--- config.mk ---
export PLATFORM = sky130hd
export DESIGN_NAME = mcdf_arbiter
export DESIGN_NICKNAME = d
export VERILOG_FILES = /design/src/rtl/mcdf_arbiter.sv
export SDC_FILE = /design/constraint.sdc
export NUM_CORES = 1
export LEC_CHECK = 0
export ABC_AREA = 1
export CORE_MARGIN = 2
export CORE_UTILIZATION = 40
export CTS_BUF_LIST = sky130_fd_sc_hd__clkbuf_4 sky130_fd_sc_hd__clkbuf_8
export CTS_CLUSTER_DIAMETER = 80
export CTS_CLUSTER_SIZE = 10
export DETAILED_ROUTE_END_ITERATION = 10
export GPL_TIMING_DRIVEN = 0
export PLACE_DENSITY_LB_ADDON = 0.15
export SETUP_SLACK_MARGIN = 0.05
export SLEW_MARGIN = 5
export SYNTH_ARGS = -nofsm -noshare
export SYNTH_HDL_FRONTEND = slang
export SYNTH_SLANG_ARGS = --single-unit
--- constraint.sdc ---
create_clock -name clk_i -period 1.77 [get_ports clk_i]
set_clock_uncertainty 0.05 [all_clocks]
set_input_delay 0.354 -clock clk_i [delete_from_list [all_inputs] [get_ports clk_i]]
set_output_delay 0.354 -clock clk_i [all_outputs]
set_load 0.005 [all_outputs]
--- src/rtl/mcdf_arbiter.sv ---
// Three-channel round-robin packet arbiter in front of the MCDF formatter.
// Grants one packet at a time and forwards its beats with one cycle of latency.
module mcdf_arbiter #(
    parameter int TIMEOUT = 4   // cycles from ack to the err_o pulse; must be >= 2
) (
    input  logic        clk_i,
    input  logic        rst_n,
    input  logic        slv0_req_i,
    input  logic        slv0_val_i,
    input  logic [31:0] slv0_data_i,
    input  logic [2:0]  slv0_pkglen_i,
    input  logic        slv1_req_i,
    input  logic        slv1_val_i,
    input  logic [31:0] slv1_data_i,
    input  logic [2:0]  slv1_pkglen_i,
    input  logic        slv2_req_i,
    input  logic        slv2_val_i,
    input  logic [31:0] slv2_data_i,
    input  logic [2:0]  slv2_pkglen_i,
    input  logic        fmt_busy_i,
    output logic        a2s0_ack_o,
    output logic        a2s1_ack_o,
    output logic        a2s2_ack_o,
    output logic        arb_val_o,
    output logic [31:0] arb_data_o,
    output logic [1:0]  arb_id_o,
    output logic        arb_sop_o,
    output logic        arb_eop_o,
    output logic        err_o
);

    typedef enum logic [1:0] {IDLE, ACK, WAIT_VAL, XFER} state_t;

    localparam logic [7:0] WLIM = 8'(TIMEOUT - 1);

    state_t      state, state_nx;
    logic [1:0]  ptr, ptr_nx;
    logic [1:0]  id_nx;
    logic [6:0]  last, last_nx;     // beats - 1 of the granted packet
    logic [6:0]  cnt, cnt_nx;
    logic [7:0]  wcnt, wcnt_nx;
    logic [2:0]  ack, ack_nx;
    logic        val_nx, sop_nx, eop_nx, err_nx;
    logic [31:0] data_nx;

    // Channel views padded to four entries so a 2-bit index is always in range.
    logic [3:0]  req, val;
    logic [31:0] data [0:3];
    logic [2:0]  len  [0:3];

    assign req = {1'b0, slv2_req_i, slv1_req_i, slv0_req_i};
    assign val = {1'b0, slv2_val_i, slv1_val_i, slv0_val_i};
    assign data[0] = slv0_data_i;
    assign data[1] = slv1_data_i;
    assign data[2] = slv2_data_i;
    assign data[3] = '0;
    assign len[0]  = slv0_pkglen_i;
    assign len[1]  = slv1_pkglen_i;
    assign len[2]  = slv2_pkglen_i;
    assign len[3]  = '0;

    assign a2s0_ack_o = ack[0];
    assign a2s1_ack_o = ack[1];
    assign a2s2_ack_o = ack[2];

    function automatic logic [1:0] rr_idx(input logic [1:0] p, input logic [1:0] off);
        logic [2:0] s;
        s = {1'b0, p} + {1'b0, off};
        return (s >= 3'd3) ? 2'(s - 3'd3) : s[1:0];
    endfunction

    function automatic logic [6:0] len_last(input logic [2:0] code);
        case (code)
            3'd0:    return 7'd3;
            3'd1:    return 7'd7;
            3'd2:    return 7'd15;
            3'd3:    return 7'd31;
            default: return 7'd63;
        endcase
    endfunction

    logic       hit;
    logic [1:0] gid;
    logic       sel_val;
    logic [31:0] sel_data;

    // Walk offsets high to low so the lowest offset from the pointer wins.
    always_comb begin
        hit = 1'b0;
        gid = 2'd0;
        for (int i = 2; i >= 0; i--) begin
            if (req[rr_idx(ptr, 2'(i))]) begin
                hit = 1'b1;
                gid = rr_idx(ptr, 2'(i));
            end
        end
    end

    assign sel_val  = val[arb_id_o];
    assign sel_data = data[arb_id_o];

    always_comb begin
        state_nx = state;
        ptr_nx   = ptr;
        id_nx    = arb_id_o;
        last_nx  = last;
        cnt_nx   = cnt;
        wcnt_nx  = wcnt;
        ack_nx   = 3'b000;
        val_nx   = 1'b0;
        data_nx  = arb_data_o;
        sop_nx   = 1'b0;
        eop_nx   = 1'b0;
        err_nx   = 1'b0;
        case (state)
            IDLE: begin
                if (hit && !fmt_busy_i) begin
                    id_nx    = gid;
                    last_nx  = len_last(len[gid]);
                    ptr_nx   = (gid == 2'd2) ? 2'd0 : gid + 2'd1;
                    ack_nx   = 3'b001 << gid;
                    state_nx = ACK;
                end
            end
            ACK: begin
                cnt_nx   = '0;
                wcnt_nx  = 8'd1;
                state_nx = WAIT_VAL;
            end
            WAIT_VAL: begin
                if (sel_val) begin
                    val_nx  = 1'b1;
                    data_nx = sel_data;
                    sop_nx  = 1'b1;
                    if (last == '0) begin
                        eop_nx   = 1'b1;
                        state_nx = IDLE;
                    end else begin
                        cnt_nx   = 7'd1;
                        state_nx = XFER;
                    end
                end else if (wcnt >= WLIM) begin
                    err_nx   = 1'b1;
                    state_nx = IDLE;
                end else begin
                    wcnt_nx = wcnt + 8'd1;
                end
            end
            XFER: begin
                if (sel_val) begin
                    val_nx  = 1'b1;
                    data_nx = sel_data;
                    if (cnt == last) begin
                        eop_nx   = 1'b1;
                        cnt_nx   = '0;
                        state_nx = IDLE;
                    end else begin
                        cnt_nx = cnt + 7'd1;
                    end
                end
            end
            default: state_nx = IDLE;
        endcase
    end

    always_ff @(posedge clk_i or negedge rst_n) begin
        if (!rst_n) state <= IDLE;
        else        state <= state_nx;
    end

    always_ff @(posedge clk_i or negedge rst_n) begin
        if (!rst_n) begin
            ptr        <= '0;
            last       <= '0;
            cnt        <= '0;
            wcnt       <= '0;
            ack        <= '0;
            arb_val_o  <= 1'b0;
            arb_data_o <= '0;
            arb_id_o   <= '0;
            arb_sop_o  <= 1'b0;
            arb_eop_o  <= 1'b0;
            err_o      <= 1'b0;
        end else begin
            ptr        <= ptr_nx;
            last       <= last_nx;
            cnt        <= cnt_nx;
            wcnt       <= wcnt_nx;
            ack        <= ack_nx;
            arb_val_o  <= val_nx;
            arb_data_o <= data_nx;
            arb_id_o   <= id_nx;
            arb_sop_o  <= sop_nx;
            arb_eop_o  <= eop_nx;
            err_o      <= err_nx;
        end
    end

endmodule

==> impl_metrics.tcl, run 1 <==
set metrics [dict create \
    startpoint_type "flip-flop" \
    htreeDepth 3 \
    rsz0062_at_grt "true" \
    synth_cell_types 34 \
    syn_area_sq_mm 0.003779 \
    path_clk_slew_ns 0.07 \
    post-route-period-util_pct 113.4 \
    post-place-ws_ns -0.4753 \
    slew_headroom_pct 46.18 \
    drv_cap 0 \
    hold_buffers 0 \
    synth_edf_count 0 \
    ys_ff_latch 65 \
    path_max_fanout 9 \
    finalPower_mw 10.45 \
    fin_area_sq_mm 0.006203 \
    antenna_found_initial 0 \
    ys_seq_area_share_pct 43.05 \
    timing_worst_setup_path_type "flip-flop to flip-flop" \
    yosys_most_used_dff "dfrtp_1" \
    violations "setup timing" \
    drive_gt1_share_pct 19.21 \
    p_leak_nw 2.827 \
    worst_slack_ns -0.2365 \
    insertion_delay_ns 0.34 \
    tritoncts "yes" \
    grt_pass1_vias 3961 \
    fp.dieH_um 101.2 \
    grt_use_total_pct 23.37 \
    grt_overflow 0 \
    ios 155 \
    die_w_um 101.2 \
    cellPowerDensity_mw_per_mm2 1684 \
    ir_drop_v 0.0007684 \
    cp_slowest_cell "dfrtp_1" \
    timing.setup.tns_ns -1.943 \
    setup_viol 10 \
    dieArea_sq_mm 0.01024 \
    drc_errors 0 \
    clockBufferDepth 2 \
    worst_setup_path_end_kind "flip-flop" \
    cp_cell_sequence "inv_2, ha_4, o21ai_2, nand2_4, nand2_1, o21bai_2, nor2_4, clkinv_4, nor2_2, inv_2, o22ai_1" \
    initial_utilization_pct 41.09 \
    rows 35 \
    cp.arrival_ns 2.21 \
    hold_viol 0 \
    dp_hpwl_mm 8.666 \
    layout_min_cycle_time_ns 2.006 \
    placed_area_sq_mm 0.005477 \
    yosysWarnings 0 \
    max_freq_mhz 498.4 \
    critPathRequiredTime_ns 1.98 \
    diodes 0 \
    slowest_delay_ns 0.39 \
    grt_max_degree 66 \
    vias 4191 \
    firstDrtPassIters 4 \
    drtAntennaViolNets 0 \
    fill_cells 786 \
    placement.io_buffers 154 \
    async_reset_ff_share_pct 100.0 \
    synthCells 516 \
    hold_class "primary input to asynchronous set/reset pin" \
    status "complete, but fails checks" \
    vias_per_cell 5.086 \
    core_sq_mm 0.009196 \
    drt_iter0_drc 167 \
    cts_buffers 9 \
    grt_pass1_wl_mm 18.86 \
    root_buffer "clkbuf_8" \
    layout_common_cells "clkdlybuf4s50_1 (151), nor2_1 (115), dfrtp_1 (63), nand2_1 (52), nand3_1 (48)" \
    nets 828 \
    worstMarginPinSlew_ns 0.8073 \
    cts.sinks 65 \
    drv_slew 0 \
    routed_wl_mm 12.30 \
    routabilityCongestion 0.9533 \
    synthToLayoutAreaGrowth_pct 64.17 \
    worst_path_most_repeated_cell "inv_2" \
    final_common_cell "clkdlybuf4s50_1" \
    avgSynthCellArea_sq_um 7.323 \
    syn-num-nets 635 \
    wire_per_inst_um 14.93 \
]
## flip-flops by register name, summed over array words and instances (netlist names), 2 cells and up
signal	flops
arb_data_o	32
wcnt	8
cnt	7
last	5
ack	3
arb_id_o	2
ptr	2
state	2
## synth_stat cells (2+ instances only)
cell type	n	share of area, %
a21oi_1	7	0.93
a31oi_1	33	5.5
buf_2	5	0.66
clkbuf_1	18	1.8
dfrtp_1	65	43
ha_1	5	1.7
inv_1	48	4.8
inv_2	10	0.99
nand2_1	61	6.1
nand2_2	5	0.83
nand2_4	3	0.89
nand3_1	60	7.9
nand3_2	2	0.53
nand4_1	5	0.83
nor2_1	119	12
nor2_2	2	0.33
nor3_1	4	0.53
o211ai_1	2	0.40
o21ai_0	40	5.3
o21ai_1	4	0.53
o21ai_4	2	0.86
o22ai_1	2	0.33
xor2_1	3	0.70
## report_power, final
| group | switching (mW) | leakage (nW) | internal (mW) |
|---|---|---|---|
| Combinational | 3.52 | 1.94 | 3.13 |
| Sequential | 0.407 | 0.785 | 2.09 |
| Clock | 0.568 | 0.106 | 0.731 |
## what timing repair did
item                                    CTS  global route
endpoints found under the setup margin   59            61
buffers inserted                         17            10
cloned                                    0             2
pin swaps                                13            17
gates resized for setup                  39            59
## worst max-delay path: cells and delay by family (launching register included)
family	cells	cell delay, ns
adders and majority gates	1	0.24
DFF	1	0.39
and+or+nand+nor	4	0.51
buffers and inverters	3	0.27
AOI/OAI and AO/OA	3	0.46
## metal layers
layer | up-vias | track usage [%] | wire (um)
li1 | 2086 | - | -
met2 | 133 | 39.99 | 6338
met1 | 1953 | 27.48 | 4910
met5 | - | 0 | 0
met4 | 0 | 7.692 | 210
met3 | 19 | 8.144 | 843
## per-stage QoR
stage / cells / utilization, % / hold WS [ns]
floorplan: 516 / - / 0.008409
global placement: 781 / 59.58 / 0.4218
detailed placement: 781 / 59.55 / 0.4309
CTS: 813 / 64.30 / 0.08752
global route: 824 / 67.46 / 0.1127
finish: 824 / 67.46 / 0.05655
## cell families (layout without fill, tap and decap cells)
group / after synthesis / after routing / share of synthesized area (%)
buffers and inverters: 84 / 281 / 8.775
adder cells (fa/ha/maj): 5 / 5 / 1.656
XOR/XNOR: 3 / 3 / 0.6955
AND/OR/NAND/NOR: 267 / 267 / 31.49
AO/OA/AOI/OAI: 92 / 92 / 14.34
flip-flops: 65 / 65 / 43.05
## final cells by class
type	count	area (sq um)	share of cell area [%]
Multi-Input combinational cell	367	2034	32.80
Timing Repair Buffer	183	1795	28.94
Sequential cell	65	1629	26.26
Inverter	59	241.5	3.893
Buffer	24	165.2	2.662
Clock buffer	12	158.9	2.562
Tap cell	111	138.9	2.239
Clock inverter	3	40.04	0.6454
## worst paths after layout
check | start | cells after the start | endpoint | slack, ns
worst max-delay path | ptr[0]$_DFFE_PN0P_ | 11 | ptr[1]$_DFFE_PN0P_ | -0.24
worst min-delay path | rst_n | 1 | cnt[2]$_DFFE_PN0P_ | 0.06
worst max register to register | ptr[0]$_DFFE_PN0P_ | 11 | ptr[1]$_DFFE_PN0P_ | -0.24
worst min register to register | wcnt[7]$_DFFE_PN0P_ | 2 | wcnt[7]$_DFFE_PN0P_ | 0.45
max in group asynchronous | rst_n | 1 | ptr[1]$_DFFE_PN0P_ | 1.04
min in group clk_i | wcnt[7]$_DFFE_PN0P_ | 2 | wcnt[7]$_DFFE_PN0P_ | 0.45
Note: power is estimated with default switching activity, not from simulation.
==> inputs of run 2 (changes only) <==
--- a/config.mk
+++ b/config.mk
@@ -15,7 +15,7 @@
 export GPL_TIMING_DRIVEN = 0
 export PLACE_DENSITY_LB_ADDON = 0.15
 export SETUP_SLACK_MARGIN = 0.05
-export SLEW_MARGIN = 5
+export SLEW_MARGIN = 15
 export SYNTH_ARGS = -nofsm -noshare
 export SYNTH_HDL_FRONTEND = slang
 export SYNTH_SLANG_ARGS = --single-unit
==> impl_metrics.tcl, run 2 (synthesized netlist as in run 1, its figures left out) <==
set metrics [dict create \
    drv_slew 0 \
    fp.dieH_um 101.2 \
    cellPowerDensity_mw_per_mm2 1726 \
    multi_input_area_sq_mm 0.002101 \
    dieArea_sq_mm 0.01024 \
    hold_class "primary input to asynchronous set/reset pin" \
    p_leak_nw 2.855 \
    grt_pass1_vias 4034 \
    root_buffer "clkbuf_8" \
    layout_common_cells "clkdlybuf4s50_1 (152), nor2_1 (115), dfrtp_1 (64), nand3_1 (46), nand2_1 (42)" \
    path_clk_slew_ns 0.08 \
    seqCellArea_sq_mm 0.001628 \
    routabilityCongestion 0.9533 \
    timing.setup.tns_ns -2.199 \
    post-route-period-util_pct 116.6 \
    ir_drop_v 0.0008291 \
    drt_iter0_drc 116 \
    rsz0062_at_grt "true" \
    critPathRequiredTime_ns 1.99 \
    violations "setup timing" \
    firstDrtPassIters 5 \
    initial_utilization_pct 41.09 \
    path_max_fanout 7 \
    drtAntennaViolNets 0 \
    regToRegSetupSlack_ns -0.29 \
    largest_reg_flops 32 \
    max_freq_mhz 484.6 \
    cp_slowest_cell "dfrtp_2" \
    antenna_found_initial 0 \
    fill_cells 781 \
    cp.arrival_ns 2.28 \
    drc_errors 0 \
    drive_gt1_share_pct 21.31 \
    timing_worst_setup_path_type "flip-flop to flip-flop" \
    grt_overflow 0 \
    grt_pass1_wl_mm 19.19 \
    worst_slack_ns -0.2937 \
    drv_cap 0 \
    die_w_um 101.2 \
    tritoncts "yes" \
    r2r_cells 14 \
    vias_per_cell 5.141 \
    nets 832 \
    clockBufferDepth 2 \
    hold_viol 0 \
    layout_min_cycle_time_ns 2.064 \
    timing.rr.start "ptr[1]$_DFFE_PN0P_" \
    final_common_cell "clkdlybuf4s50_1" \
    synthToLayoutAreaGrowth_pct 67.25 \
    cts.sinks 65 \
    worst_path_most_repeated_cell "nand2_2" \
    worst_setup_path_end_kind "flip-flop" \
    vias 4262 \
    slew_headroom_pct 69.11 \
    status "complete, but fails checks" \
    worstMarginPinSlew_ns 0.4634 \
    rows 35 \
    cp_cell_sequence "ha_4, inv_6, nand2_4, nand2_2, nand2_2, o21ai_2, nand2_2, nand2_4, buf_6, nand3_4, nand2_2, nor2_1, nand3_1, a21oi_1" \
    insertion_delay_ns 0.34 \
    setup_viol 13 \
    cts_buffers 9 \
    top_regs "arb_data_o x32, wcnt x8, cnt x7" \
    core_sq_mm 0.009196 \
    ios 155 \
    finalPower_mw 10.91 \
    slowest_delay_ns 0.44 \
    startpoint_type "flip-flop" \
    post-place-ws_ns -0.4609 \
    placement.io_buffers 154 \
    routed_wl_mm 12.54 \
    diodes 0 \
    wire_per_inst_um 15.13 \
    top_register "arb_data_o" \
    r2r_end "last[4]$_DFFE_PN0P_" \
    htreeDepth 3 \
    grt_max_degree 47 \
    dp_hpwl_mm 8.814 \
    grt_use_total_pct 23.88 \
]
[run 2: cell count changes in the layout (fill, tap and decap cells not counted), sizes merged]
cell           before  now
clkinvlp            0    3
clkdlybuf4s50     151  152
bufinv              1    2
buf                36   39
clkinv              3    2
clkbuf             30   28
dlygate4sd3         0    1
dlymetal6s2s        2    1
[run 2: layout make-up]
class,instances,share of cell area [%]
Buffer,25,2.435
Clock inverter,6,1.445
Tap cell,111,2.198
Inverter,59,3.900
Sequential cell,65,25.76
Clock buffer,10,2.178
Timing Repair Buffer,186,28.85
Multi-Input combinational cell,367,33.24
[run 2: worst max-delay path by stage]
stage                             startpoint                         end  slack (ns)  cells after the start
after global routing      ptr[1]$_DFFE_PN0P_         last[3]$_DFFE_PN0P_       -0.39                     16
after floorplan           ptr[1]$_DFFE_PN0P_         last[4]$_DFFE_PN0P_       -0.05                     15
final                     ptr[1]$_DFFE_PN0P_         last[4]$_DFFE_PN0P_       -0.29                     14
after CTS                 ptr[1]$_DFFE_PN0P_         last[3]$_DFFE_PN0P_       -0.18                     13
after detailed placement          slv2_req_i          ptr[0]$_DFFE_PN0P_       -0.46                     11
after global placement                 rst_n  arb_data_o[21]$_DFFE_PN0P_       -1.85                      1
[run 2: power breakdown]
| part | total [mW] | internal [mW] | switching, mW |
|---|---|---|---|
| logic | 6.94 | 3.22 | 3.71 |
| clock network | 1.46 | 0.834 | 0.631 |
| registers | 2.50 | 2.09 | 0.413 |
[run 2: timing repair]
item | 4_1_cts | 5_1_grt
endpoints found under the hold margin | 19 | 0
setup buffers | 19 | 11
endpoints found under the setup margin | 59 | 61
pin swaps | 20 | 35
gates cloned | 0 | 0
hold buffers | 1 | 0
resized for setup | 53 | 61
[run 2: routing by layer]
| layer | part of all wire [%] | track usage (%) |
|---|---|---|
| met1 | 39 | 27.37 |
| met2 | 52 | 42.03 |
| met3 | 7.0 | 8.696 |
| met4 | 2.0 | 6.549 |
| met5 | 0 | 0 |
[run 2: stage by stage]
stage | hold WS (ns) | util [%] | cells | instance area (sq um)
detailed placement | 0.2049 | 59.85 | 782 | 5504
finish | 0.3697 | 68.72 | 829 | 6320
floorplan | 0.008409 | - | 516 | 3799
global placement | 0.4218 | 59.58 | 781 | 5479
global route | 0.3753 | 68.72 | 829 | 6320
CTS | 0.3743 | 65.78 | 818 | 6050
[run 2: critical path, delay by kind of cell (launching register included)]
family,cells,cell delay [ns]
AOI/OAI and AO/OA,2,0.20
DFF,1,0.44
adders and majority gates,1,0.36
buffers and inverters,2,0.20
and+or+nand+nor,9,0.73
==> inputs of run 3 (changes only) <==
--- a/config.mk
+++ b/config.mk
@@ -6,7 +6,6 @@
 export NUM_CORES = 1
 export LEC_CHECK = 0
 export ABC_AREA = 1
-export CORE_MARGIN = 2
 export CORE_UTILIZATION = 40
 export CTS_BUF_LIST = sky130_fd_sc_hd__clkbuf_4 sky130_fd_sc_hd__clkbuf_8
 export CTS_CLUSTER_DIAMETER = 80
==> impl_metrics.tcl, run 3 (synthesized netlist as in run 1, its figures left out) <==
set metrics [dict create \
    status "complete, but fails checks" \
    violations "setup timing" \
    grt_overflow 0 \
    slew_headroom_pct 68.11 \
    diodes 0 \
    post-place-ws_ns -0.4278 \
    worstMarginPinSlew_ns 0.4784 \
    startpoint_type "flip-flop" \
    drv_cap 0 \
    worst_path_most_repeated_cell "nand2_2" \
    dp_hpwl_mm 8.627 \
    fin_area_sq_mm 0.006206 \
    path_clk_slew_ns 0.08 \
    slowest_delay_ns 0.45 \
    top_regs "arb_data_o x32, wcnt x8, cnt x7" \
    hold_viol 0 \
    largest_reg_flops 32 \
    synthToLayoutAreaGrowth_pct 64.24 \
    setup_viol 10 \
    die_w_um 99.20 \
    grt_max_degree 39 \
    multi_input_area_sq_mm 0.002054 \
    fp.dieH_um 99.20 \
    core_sq_mm 0.009196 \
    drc_errors 0 \
    fill_cells 781 \
    hold_class "primary input to asynchronous set/reset pin" \
    layout_min_cycle_time_ns 1.973 \
    critPathRequiredTime_ns 1.99 \
    drt_iter0_drc 112 \
    max_freq_mhz 506.9 \
    worst_slack_ns -0.2029 \
    cellPowerDensity_mw_per_mm2 1680 \
    root_buffer "clkbuf_8" \
    cp_cell_sequence "ha_4, inv_6, nand2_4, nand2_2, nand2_2, o21ai_2, nand2_2, nand2_4, buf_6, nand3b_1, nand2_1, nor2_1, nand3_1, a21oi_1" \
    vias 4187 \
    firstDrtPassIters 4 \
    cts.sinks 65 \
    post-route-period-util_pct 111.5 \
    wire_per_inst_um 14.35 \
    top_register "arb_data_o" \
    dieArea_sq_mm 0.009840 \
    tritoncts "yes" \
    cp_slowest_cell "dfrtp_2" \
    rsz0062_at_grt "true" \
    layout_common_cells "clkdlybuf4s50_1 (151), nor2_1 (115), dfrtp_1 (63), nand3_1 (50), nand2_1 (46)" \
    routed_wl_mm 11.85 \
    clockBufferDepth 2 \
    path_max_fanout 7 \
    antenna_found_initial 0 \
    final_common_cell "clkdlybuf4s50_1" \
    drv_slew 0 \
    grt_pass1_vias 4078 \
    ios 155 \
    ir_drop_v 0.0007841 \
    seqCellArea_sq_mm 0.001629 \
    drive_gt1_share_pct 20.70 \
    initial_utilization_pct 41.09 \
    rows 35 \
    grt_pass1_wl_mm 19.03 \
    cts_buffers 9 \
    drtAntennaViolNets 0 \
    htreeDepth 3 \
    final_core_util_pct 67.48 \
    placement.io_buffers 154 \
    vias_per_cell 5.069 \
    grt_use_total_pct 24.59 \
    cp.arrival_ns 2.19 \
    worst_setup_path_end_kind "flip-flop" \
    placed_area_sq_mm 0.005497 \
    nets 829 \
    routabilityCongestion 0.9349 \
    timing_worst_setup_path_type "flip-flop to flip-flop" \
    insertion_delay_ns 0.34 \
    p_leak_nw 2.798 \
]
-- run 3: cell count changes in the layout (fill, tap and decap cells not counted), sizes merged --
cell	change
clkbuf	+2
buf	-2
clkinvlp	-1
clkdlybuf4s50	-1
clkinv	-1
inv	+1
bufinv	-1
-- run 3: final cells by class --
cell class / count / area share [%]
clock inverters: 4 / 0.8065
plain buffers: 25 / 2.319
inverters: 59 / 3.891
clock buffers: 12 / 2.661
flip-flops and latches: 65 / 26.25
repair buffers: 183 / 28.73
multi-input cells: 367 / 33.10
well taps: 111 / 2.238
-- run 3: metal layers --
metal	routed length (um)	part of all wire, %	vias to the layer above	global-route usage [%]
li1	-	-	2079	-
met1	4771	40	1960	28.63
met2	6024	51	124	44.06
met3	753	6.4	24	6.114
met4	300	2.5	0	8.710
met5	0	0	-	0
-- run 3: through the flow --
stage | hold slack (ns) | power (mW) | setup TNS, ns | instances
finish | 0.4204 | 10.42 | -1.008 | 826
global route | 0.4511 | 11.24 | -2.373 | 826
CTS | 0.4261 | 9.976 | -1.239 | 822
detailed placement | 0.2502 | 7.831 | -17.35 | 782
global placement | 0.4219 | 7.706 | -136.27 | 781
floorplan | 0.008409 | 5.756 | -0.07505 | 516
-- run 3: worst paths after layout --
path                                                 to  cells past startpoint  slack, ns           startpoint
worst max-delay path                last[4]$_DFFE_PN0P_                     14      -0.20   ptr[1]$_DFFE_PN0P_
worst min-delay path                 cnt[2]$_DFFE_PN0P_                      2       0.42                rst_n
worst max register to register      last[4]$_DFFE_PN0P_                     14      -0.20   ptr[1]$_DFFE_PN0P_
worst min register to register      wcnt[5]$_DFFE_PN0P_                      2       0.45  wcnt[5]$_DFFE_PN0P_
max in group asynchronous       arb_id_o[1]$_DFFE_PN0P_                      3       0.70                rst_n
min in group clk_i                  wcnt[5]$_DFFE_PN0P_                      2       0.45  wcnt[5]$_DFFE_PN0P_
-- run 3: what timing repair did --
item	in CTS	in global routing
hold buffers	1	0
pin swaps	18	22
cloned	0	0
buffers inserted	23	4
resized for setup	50	48
endpoints found under the setup margin	59	59
hold endpoints to repair	27	0
-- run 3: power by group --
part           switching [mW]  internal (mW)
logic                    3.51           3.05
clock network           0.605          0.764
registers               0.399           2.09
total                    4.52           5.91
-- run 3: worst max-delay path, delay by kind of cell (launching register included) --
kind | cells | cell delay [ns]
compound gates | 2 | 0.20
fa+ha+maj | 1 | 0.34
buf+inv | 2 | 0.18
flops | 1 | 0.45
simple gates | 9 | 0.66
